### config.mk
export PLATFORM = sky130hd
export DESIGN_NAME = kgp_alu
export DESIGN_NICKNAME = d
export VERILOG_FILES = /design/src/rtl/kgp_pkg.sv /design/src/rtl/alu_shifter.sv /design/src/rtl/kgp_alu.sv
export SDC_FILE = /design/constraint.sdc
export NUM_CORES = 1
export LEC_CHECK = 0
export ABC_AREA = 1
export BUFFER_PORTS_ARGS = -buffer_cell sky130_fd_sc_hd__buf_2
export CAP_MARGIN = 20
export CORE_UTILIZATION = 50
export DETAILED_ROUTE_END_ITERATION = 10
export MAX_ROUTING_LAYER = met4
export PLACE_DENSITY_LB_ADDON = 0.05
export SETUP_SLACK_MARGIN = 0.2
export SYNTH_ARGS = -nofsm -noshare
export SYNTH_HDL_FRONTEND = slang
export SYNTH_SLANG_ARGS = --single-unit
### constraint.sdc
create_clock -name clk -period 9.35 [get_ports clk]
set_input_delay 1.4025 -clock clk [delete_from_list [all_inputs] [get_ports clk]]
set_output_delay 1.4025 -clock clk [all_outputs]
set_load 0.03 [all_outputs]
### src/rtl/kgp_pkg.sv
// Shared definitions for the KGP-RISC ALU: opcodes, flag bit positions,
// shifter modes and the bit-difference helper.
package kgp_pkg;

  localparam logic [3:0] ALU_PASS = 4'b0000;
  localparam logic [3:0] ALU_ADD  = 4'b0001;
  localparam logic [3:0] ALU_COMP = 4'b0010;
  localparam logic [3:0] ALU_AND  = 4'b0011;
  localparam logic [3:0] ALU_XOR  = 4'b0100;
  localparam logic [3:0] ALU_SHLL = 4'b0101;
  localparam logic [3:0] ALU_SHRL = 4'b0110;
  localparam logic [3:0] ALU_SHRA = 4'b0111;
  localparam logic [3:0] ALU_DIFF = 4'b1000;

  localparam int FLG_CY = 2;
  localparam int FLG_Z  = 1;
  localparam int FLG_S  = 0;

  typedef enum logic [1:0] {
    SH_LEFT   = 2'd0,
    SH_LRIGHT = 2'd1,
    SH_ARIGHT = 2'd2
  } sh_mode_e;

  // Index of the lowest set bit of x, or 32 when x is all zeros.
  function automatic logic [5:0] lsb_set_index(input logic [31:0] x);
    logic [5:0] idx;
    idx = 6'd32;
    for (int i = 31; i >= 0; i--) begin
      if (x[i]) idx = i[5:0];
    end
    return idx;
  endfunction

endpackage

### src/rtl/alu_shifter.sv
// Combinational 32-bit logarithmic barrel shifter. Left shifts reuse the
// right-shift stages by reversing the data on the way in and out.
module alu_shifter
  import kgp_pkg::*;
(
  input  logic [31:0] i_data,
  input  logic [4:0]  i_amt,
  input  sh_mode_e    i_mode,
  output logic [31:0] o_data
);

  logic        w_left;
  logic        w_fill;
  logic [31:0] w_rev_in;
  logic [31:0] w_rev_out;
  logic [31:0] w_stage [0:5];

  assign w_left = (i_mode == SH_LEFT);
  assign w_fill = (i_mode == SH_ARIGHT) ? i_data[31] : 1'b0;

  genvar gi;
  generate
    for (gi = 0; gi < 32; gi++) begin : g_rev_in
      assign w_rev_in[gi] = i_data[31-gi];
    end

    assign w_stage[0] = w_left ? w_rev_in : i_data;

    // Stage gi conditionally shifts right by 2**gi, filling from the top.
    for (gi = 0; gi < 5; gi++) begin : g_stage
      localparam int SH = 1 << gi;
      assign w_stage[gi+1] = i_amt[gi] ? {{SH{w_fill}}, w_stage[gi][31:SH]}
                                       : w_stage[gi];
    end

    for (gi = 0; gi < 32; gi++) begin : g_rev_out
      assign w_rev_out[gi] = w_stage[5][31-gi];
    end
  endgenerate

  assign o_data = w_left ? w_rev_out : w_stage[5];

endmodule

### src/rtl/kgp_alu.sv
// KGP-RISC 32-bit ALU: combinational operation select followed by a single
// register stage for the result and the carry/zero/sign flags.
module kgp_alu
  import kgp_pkg::*;
(
  input  logic        clk,
  input  logic        rst,
  input  logic [31:0] ip1,
  input  logic [31:0] ip2,
  input  logic [3:0]  alu_signal,
  output logic [31:0] out,
  output logic [2:0]  flags
);

  logic [32:0] w_sum;
  logic [31:0] w_sh_out;
  sh_mode_e    w_sh_mode;
  logic [31:0] w_result;
  logic        w_carry;
  logic [2:0]  w_flags;
  logic [31:0] r_out;
  logic [2:0]  r_flags;

  assign w_sum = {1'b0, ip1} + {1'b0, ip2};

  always_comb begin
    case (alu_signal)
      ALU_SHRL: w_sh_mode = SH_LRIGHT;
      ALU_SHRA: w_sh_mode = SH_ARIGHT;
      default:  w_sh_mode = SH_LEFT;
    endcase
  end

  alu_shifter u_shifter (
    .i_data (ip1),
    .i_amt  (ip2[4:0]),
    .i_mode (w_sh_mode),
    .o_data (w_sh_out)
  );

  always_comb begin
    w_result = '0;
    w_carry  = 1'b0;
    case (alu_signal)
      ALU_PASS: w_result = ip1;
      ALU_ADD: begin
        w_result = w_sum[31:0];
        w_carry  = w_sum[32];
      end
      ALU_COMP: w_result = ~ip2 + 32'd1;
      ALU_AND:  w_result = ip1 & ip2;
      ALU_XOR:  w_result = ip1 ^ ip2;
      ALU_SHLL, ALU_SHRL, ALU_SHRA: w_result = w_sh_out;
      ALU_DIFF: w_result = {26'd0, lsb_set_index(ip1 ^ ip2)};
      default:  w_result = '0;
    endcase
  end

  always_comb begin
    w_flags         = '0;
    w_flags[FLG_CY] = w_carry;
    w_flags[FLG_Z]  = (w_result == 32'd0);
    w_flags[FLG_S]  = w_result[31];
  end

  always_ff @(posedge clk) begin
    if (rst) begin
      r_out   <= '0;
      r_flags <= '0;
    end else begin
      r_out   <= w_result;
      r_flags <= w_flags;
    end
  end

  assign out   = r_out;
  assign flags = r_flags;

endmodule

==> key figures, run 1 <==
Logic synthesis
  • Area fraction of the dominant cell type after synthesis: between 20 and 25%
  • Yosys warns: 0
  • Top-count cell post-synth: nand2_1
  • Syn Area/Cell: 5.27 um^2
  • Seq/Total Area, Yosys: around a tenth
  • Synth Net Count: roughly 1500
  • Top cells by count, synth: nand2_1, inv_1, a21oi_1
  • Synth area leader: nand2_1
  • Post-synth EDFFs: 0
  • Synth unique cells: 54
  • Synthesized area: roughly 0.0072 mm^2
  • Ys async rst share: 0%
  • Top post-synthesis cells by area: nand2_1, dfxtp_1, a21oi_1
  • Synth Instances: about 1400
  • Synth Flop Type: dfxtp_1
  • Synthesis-stage register bit count: 34

Timing
  • Tmin final: 4.90 ns
  • Setup-failing EPs final: 0
  • Hold Vio Cnt, Final: 0
  • Unrepaired setup endpoints after global routing: no
  • Fmax: just over 200 MHz
  • Final Slew Violations: 0
  • Final TNS setup: 0 ns
  • Post-route clock period utilization: approximately 52%
  • Relative slew slack: approximately 26%
  • Slew @ Worst Pin: 1.10 ns

Worst setup path
  • CP max stage delay: 0.50 ns
  • Worst setup path class: input port to register
  • Critical path's top delay family: compound AO/OA/AOI/OAI gates
  • Worst-path maximum fanout: 57
  • Most used cell, CP: o21ai_1
  • Worst EP arrival: around 5.1 ns
  • Required time worst endpoint: around 9.6 ns
  • Critical Path Slowest Stage Cell: buf_2
  • CP bufs+invs: 3
  • Setup crit start kind: input port
  • CP Capture Type: register
  • Cell Chain, Critical Path: buf_2 > nand2_2 > buf_4 > o21ai_1 > mux2i_1 > o21ai_1 > nand2_1 > nand2_1 > nand2_1 > o21ai_1 > inv_1 > o21ai_1 > a21oi_1 > a221oi_1 > nand4_1 > nor2_1 > nand3_1 > nor2_1

Floorplan
  • Core Footprint: 0.0140 mm^2
  • Top-level I/O count: around 110
  • Initial core utilization: around half
  • Die area: 0.0150 mm^2
  • Row count: 43
  • Die Y-Extent: approximately 120 um
  • Die X: about 120 um

Global routing
  • First-pass GRT wire length: around 46000 um
  • Largest net degree at the start of global routing: 58
  • Initial antenna violation count: 1
  • Grt total ovfl: 0
  • Total GRT Usage: between 40% and 50%
  • Vias in the first global route: roughly 8500

Hold path
  • Hold depth: 2
  • Worst hold start: rst
  • Hold Path End: out[19]
  • HP Class: input port to register

Final layout
  • Layout cell share with drive strength beyond 1: roughly an eighth
  • Reg area: ~680 um^2
  • Count of non-filler cells in the finished layout: 1605
  • Final core occ: between 50% and 60%
  • Nets: about 1500
  • Area of the multi-input gates: 0.00572 mm^2
  • Area grow syn2layout: 9.24%
  • Fill count: between 1500 and 2000

Clock network
  • CTS tree: done
  • Setup Fix Bufs, Post-CTS: 0
  • Reg clk slew, reported paths: 0.05 ns
  • Clock Sinks: 34
  • Hold-fix buffers at CTS: 0
  • H-tree depth reported by CTS: 2
  • Clock Path Buffers: 2
  • Root buffer cell: clkbuf_16
  • Num CTS Buffers: 5
  • Cts repair resizes: 0

Power
  • Leakage dissipation: between 3 and 4 nW
  • P per Cell Area: between 90 and 100 mW/mm^2
  • Total Power: 752 uW
  • Max VDD drop: 83.4 uV

Flow run
  • Max Cap Viol: 0

Route
  • Routed wire length: just under 30000 um
  • DRT Pass-1 Iters: 6
  • Final ANT Viol Nets: 0
  • Routed vias: slightly below 10000
  • DRC viols: 0
  • DR iter-0 viols: approximately 1300
  • Wire per inst: between 15 and 20 um
  • Via density: 6.07

Placed design
  • Placed cell count: 1596
  • DP HPWL: around 24000 um
  • Final GP Congestion: 1.02
  • PortBufs: between 100 and 150

Run status
  • Status: finished, final reports clean
## cell usage in the layout, fill, tap and decap left out, types with 16 or more instances in the layout
cell      synthesis  layout
nand2_1         428     427
inv_1           136     136
a21oi_1         114     114
nor2_1          105     104
buf_2            14     104
nand3_1         101     101
o21ai_0          94      94
o21ai_1          68      68
dfxtp_1          34      34
ha_1             33      33
o211ai_1         24      24
nand4_1          16      16
## where the power goes
part           internal [mW]  switching, mW
sequential             0.154        0.00201
clock                  0.105         0.0553
combinational          0.129          0.307
total                  0.388          0.364
## sequential cells by signal, summed over array words and instances, names as in the netlist
| signal | count |
|---|---|
| flags | 3 |
| out | 31 |
## worst max path at each step
stage / cells past startpoint / end / start
2_1_floorplan: 25 / flags[1] / ip2[1]
3_3_place_gp: 23 / flags[1] / alu_signal[1]
3_5_place_dp: 23 / flags[1] / alu_signal[1]
4_1_cts: 23 / flags[1] / alu_signal[1]
5_1_grt: 23 / flags[1] / alu_signal[1]
6_report: 18 / flags[1] / alu_signal[1]
## kinds of logic (layout without fill, tap and decap cells)
kind of cell	Yosys count	in the layout	synth area share, %
XOR/XNOR	3	3	0.363
AND/OR/NAND/NOR	718	718	43.1
multiplexers	10	10	1.38
AO/OA/AOI/OAI	359	359	27.9
flip-flops	34	34	9.40
buffers and inverters	216	266	11.9
adder cells (fa/ha/maj)	34	34	5.98
other	0	1	0
## metal layers
layer | track usage (%) | vias up | part of all wire, %
met2 | 64.5 | 558 | 44
met3 | 6.55 | 92 | 9.5
met5 | - | - | 0
met1 | 51.2 | 4357 | 41
met4 | 19.8 | 0 | 5.3
li1 | - | 4733 | -
## metrics by stage
stage	hold WS, ns	cell area, um^2	setup slack, ns
2_1_floorplan	1.62	7240	4.91
3_3_place_gp	1.84	7760	4.32
3_5_place_dp	1.84	7760	4.36
4_1_cts	1.61	7910	4.62
5_1_grt	1.65	7910	4.04
6_report	1.62	7910	4.45
## final cells by class
cell class	instances	share of cell area (%)
clock buffer	6	1.76
clock inverter	2	0.158
multi-input combinational	1124	72.3
antenna	1	0.0316
tap	180	2.85
timing repair buffer	112	7.34
inverter	146	7.01
sequential	34	8.60
Power figures use the tool's default switching activity.
==> run 2: changes to the inputs <==
==> constraint.sdc (replaced) <==
create_clock -name clk -period 4.5 [get_ports clk]
set_input_delay 0.675 -clock clk [delete_from_list [all_inputs] [get_ports clk]]
set_output_delay 0.675 -clock clk [all_outputs]
set_load 0.03 [all_outputs]
==> key figures, run 2 (synthesized netlist as in run 1, its figures left out) <==
Placed design
  • DP HPWL: 24300 um
  • PortBufs: around 100
  • Worst slack at placement: between 0.5 and 0.6 ns
  • Final GP Congestion: roughly 1.1

Clock network
  • Hold-fix buffers at CTS: 0
  • Setup Fix Bufs, Post-CTS: 0
  • Reg clk slew, reported paths: about 0.050 ns
  • Clock Sinks: 34
  • Clock Path Buffers: 2
  • CTS tree: done
  • H-tree depth reported by CTS: 2
  • Cts repair resizes: 0
  • Root buffer cell: clkbuf_16
  • Num CTS Buffers: 5

Timing
  • Slew @ Worst Pin: just under 0.9 ns
  • Unrepaired setup endpoints after global routing: no
  • Relative slew slack: 40.0%
  • Post-route clock period utilization: 86.5%
  • Tmin final: roughly 4 ns
  • Worst setup margin: between 0.6 and 0.7 ns
  • Final TNS setup: 0 ns
  • Final Slew Violations: 0
  • Fmax: between 200 and 300 MHz
  • Setup-failing EPs final: 0
  • Hold Vio Cnt, Final: 0

Run status
  • Status: finished, final reports clean

Final layout
  • Final core occ: 57.7%
  • Area grow syn2layout: 11.4%
  • Fill count: roughly 1500
  • Nets: between 1500 and 2000
  • # diodes: 0
  • Max reg flops: 31
  • Commonest non-fill, non-tap cell in the layout: nand2_1
  • Commonest cells after routing, fill and taps aside: nand2_1, inv_1, a21oi_1
  • Layout cell share with drive strength beyond 1: around an eighth

Route
  • Routed wire length: 29700 um
  • Via density: 6.03
  • DR iter-0 viols: about 1400
  • Wire per inst: about 18 um
  • Final ANT Viol Nets: 0
  • Routed vias: between 9000 and 10000
  • DRT Pass-1 Iters: 8
  • DRC viols: 0

Floorplan
  • Die X: 122 um
  • Die area: roughly 0.015 mm^2
  • Top-level I/O count: around 110
  • Initial core utilization: 51.8%
  • Die Y-Extent: 122 um
  • Core Footprint: 0.0140 mm^2
  • Row count: 43

Worst setup path
  • Critical path's top delay family: compound AO/OA/AOI/OAI gates
  • Critical Path Slowest Stage Cell: o311ai_0
  • CP bufs+invs: 2
  • Cell Chain, Critical Path: buf_2 > ha_1 > fa_1 > a21oi_1 > o21ai_0 > a21oi_1 > o21ai_0 > inv_1 > o21ai_0 > nor2_1 > o311ai_0 > a21oi_1 > nand2_1 > nor2_1 > nand4_1 > nor2_1 > nand3_1 > nor2_1
  • Worst setup path class: input port to register
  • Most used cell, CP: nor2_1
  • CP max stage delay: around 0.8 ns
  • Setup crit start kind: input port
  • Worst EP arrival: just over 4 ns
  • CP Capture Type: register
  • Required time worst endpoint: between 4 and 5 ns
  • Worst-path maximum fanout: 10

Flow run
  • Max Cap Viol: 0

Power
  • P per Cell Area: 208 mW/mm^2
  • Leakage dissipation: ~4.0 nW
  • Max VDD drop: approximately 170 uV

Global routing
  • Largest net degree at the start of global routing: 37
  • Initial antenna violation count: 0
  • Grt total ovfl: 0
  • Vias in the first global route: ~8500
  • Total GRT Usage: between 40% and 50%
  • First-pass GRT wire length: about 46000 um

Hold path
  • HP Class: input port to register
## run 2: cell types whose count changed in the layout (fill, tap and decap cells not counted), sizes merged
cell      previous run  this run
buf                112       128
bufinv               0         2
clkbuf               6         5
clkinvlp             1         0
diode                1         0
## run 2: final timing paths
kind,start,to,slack [ns],depth (start not counted)
worst max-delay path,ip2[0],flags[1],0.61,18
worst min-delay path,rst,out[19],0.87,2
## run 2: per-layer routing
layer | wire, um | vias to the layer above | GRT usage (%)
met2 | 13000 | 590 | 63.1
met4 | 1800 | 0 | 22.1
met1 | 11900 | 4309 | 51.8
met3 | 3020 | 110 | 5.20
li1 | - | 4753 | -
met5 | 0 | - | -
## run 2: final cells by class
class,instances,area (um^2),share of cell area [%]
clock buffers,5,125,1.55
multi-input cells,1124,5720,70.8
clock inverters,3,68.8,0.853
flip-flops and latches,34,681,8.43
inverters,146,554,6.87
repair buffers,128,701,8.68
well taps,180,225,2.79
## run 2: metrics by stage
| stage | power, mW | hold WS (ns) | area [um^2] | cells |
|---|---|---|---|---|
| after floorplan | 0.943 | 0.888 | 7240 | 1374 |
| after global placement | 1.21 | 1.11 | 7880 | 1612 |
| after detailed placement | 1.21 | 1.11 | 7880 | 1612 |
| after CTS | 1.65 | 0.873 | 8070 | 1620 |
| after global routing | 1.79 | 0.906 | 8070 | 1620 |
| final | 1.68 | 0.875 | 8070 | 1620 |
## run 2: where the power goes
| part | switching (mW) | leakage (nW) | total (mW) | internal, mW |
|---|---|---|---|---|
| registers | 0.00422 | 0.278 | 0.325 | 0.321 |
| logic | 0.636 | 3.62 | 0.911 | 0.276 |
| clock network | 0.125 | 0.0940 | 0.442 | 0.318 |
| total | 0.765 | 4.00 | 1.68 | 0.914 |
==> run 3: changes to the inputs <==
--- a/config.mk
+++ b/config.mk
@@ -8,7 +8,10 @@
 export ABC_AREA = 1
 export BUFFER_PORTS_ARGS = -buffer_cell sky130_fd_sc_hd__buf_2
 export CAP_MARGIN = 20
-export CORE_UTILIZATION = 50
+export CELL_PAD_IN_SITES_DETAIL_PLACEMENT = 2
+export CELL_PAD_IN_SITES_GLOBAL_PLACEMENT = 2
+export CORE_UTILIZATION = 27
+export CTS_CLUSTER_DIAMETER = 200
 export DETAILED_ROUTE_END_ITERATION = 10
 export MAX_ROUTING_LAYER = met4
 export PLACE_DENSITY_LB_ADDON = 0.05
==> key figures, run 3 (synthesized netlist as in run 1, its figures left out) <==
Worst setup path
  • Setup crit start kind: input port
  • Worst-path maximum fanout: 16
  • CP Capture Type: register
  • Required time worst endpoint: 4.71 ns
  • Worst setup path class: input port to register
  • Worst EP arrival: about 4.2 ns

Final layout
  • Layout cell share with drive strength beyond 1: approximately an eighth
  • Commonest non-fill, non-tap cell in the layout: nand2_1
  • # diodes: 0
  • Max reg flops: 31
  • Nets: ~1500
  • Area grow syn2layout: 14.8%
  • Commonest cells after routing, fill and taps aside: nand2_1, inv_1, a21oi_1
  • Fill count: ~3500

Global routing
  • Grt total ovfl: 0
  • Vias in the first global route: approximately 10000
  • Largest net degree at the start of global routing: 52
  • First-pass GRT wire length: about 62000 um
  • Initial antenna violation count: 0
  • Total GRT Usage: a little under a third

Route
  • Met2 routed WL: 18600 um
  • Routed vias: ~9800
  • Metal-1 WL: 19300 um
  • DRC viols: 8
  • Met3 WL: 1020 um
  • Routed wire length: 40500 um
  • DR iter-0 viols: between 500 and 600
  • Final ANT Viol Nets: 0
  • DR top layer: met4
  • Via density: around 5.5
  • Wire per inst: about 23 um
  • DRT Pass-1 Iters: 10

Timing
  • Relative slew slack: 39.9%
  • Post-route clock period utilization: around nine tenths
  • Fmax: around 250 MHz
  • Tmin final: ~4.0 ns
  • Final Slew Violations: 0
  • Slew @ Worst Pin: 0.894 ns
  • Unrepaired setup endpoints after global routing: no
  • Hold Slack: ~0.88 ns
  • Hold Vio Cnt, Final: 0
  • Setup-failing EPs final: 0
  • Final TNS setup: 0 ns

Flow run
  • Max Cap Viol: 0

Clock network
  • Cts repair resizes: 0
  • Clock Path Buffers: 2
  • Reg clk slew, reported paths: approximately 0.06 ns
  • Clock Sinks: 34
  • H-tree depth reported by CTS: 2
  • Num CTS Buffers: 5
  • Root buffer cell: clkbuf_16
  • Setup Fix Bufs, Post-CTS: 0
  • CTS tree: done
  • Hold-fix buffers at CTS: 0

Floorplan
  • Top-level I/O count: between 100 and 150
  • Die area: ~0.027 mm^2
  • Die Y-Extent: approximately 170 um
  • Die X: about 170 um
  • Row count: roughly 60
  • Initial core utilization: 27.6%
  • Core Footprint: 0.0262 mm^2

Power
  • P per Cell Area: roughly 210 mW/mm^2
  • Max VDD drop: a little under 200 uV
  • Leakage dissipation: roughly 4.0 nW

Placed design
  • Final GP Congestion: 0.938
  • DP HPWL: around 35000 um
  • PortBufs: about 100

Run status
  • Failing checks: design-rule violations
  • Status: finished with violations

Hold path
  • HP Class: input port to register
==> run 3: critical path: stages <==
cell,delay [ns]
buf_2,0.21
ha_1,0.28
fa_1,0.52
a21oi_1,0.19
o21ai_0,0.15
a21oi_1,0.27
inv_1,0.12
o21ai_0,0.16
a21oi_1,0.09
a2111oi_1,0.47
buf_4,0.25
nand2_1,0.06
nor2_1,0.10
nand2_1,0.06
nor2_1,0.20
nand4_1,0.12
nor2_1,0.12
nand3_1,0.07
nor2_1,0.12
==> run 3: stage by stage <==
step / power (mW) / area, um^2 / std cells / utilization [%] / setup WS, ns
floorplan: 0.943 / 7240 / 1374 / - / 0.790
global placement: 1.30 / 8120 / 1772 / 31.0 / 0.318
detailed placement: 1.31 / 8120 / 1772 / 31.0 / 0.195
CTS: 1.76 / 8310 / 1780 / 31.7 / 0.413
global route: 1.88 / 8320 / 1780 / 31.7 / 0.211
finish: 1.77 / 8320 / 1780 / 31.7 / 0.477
==> run 3: area by class of cell <==
cell class / count / area (um^2) / area share (%)
clock buffer: 5 / 125 / 1.50
sequential: 34 / 681 / 8.19
timing repair buffer: 133 / 751 / 9.03
multi-input combinational: 1124 / 5720 / 68.7
inverter: 146 / 554 / 6.67
tap: 335 / 419 / 5.04
clock inverter: 3 / 68.8 / 0.828
==> run 3: report_power, final <==
group	total [mW]	switching, mW	internal [mW]
Combinational	0.994	0.712	0.282
Sequential	0.325	0.00476	0.321
Clock	0.448	0.130	0.318
Total	1.77	0.847	0.921
==> run 3: worst paths after layout <==
kind | start | endpoint | depth (start not counted)
worst min-delay path | ip2[30] | out[30] | 6
worst max-delay path | ip2[0] | flags[1] | 19
==> run 3: routing by layer <==
metal / track usage [%] / vias up
met3: 1.17 / 61
met2: 49.3 / 190
li1: - / 4764
met5: - / -
met1: 39.8 / 4767
met4: 10.7 / 0
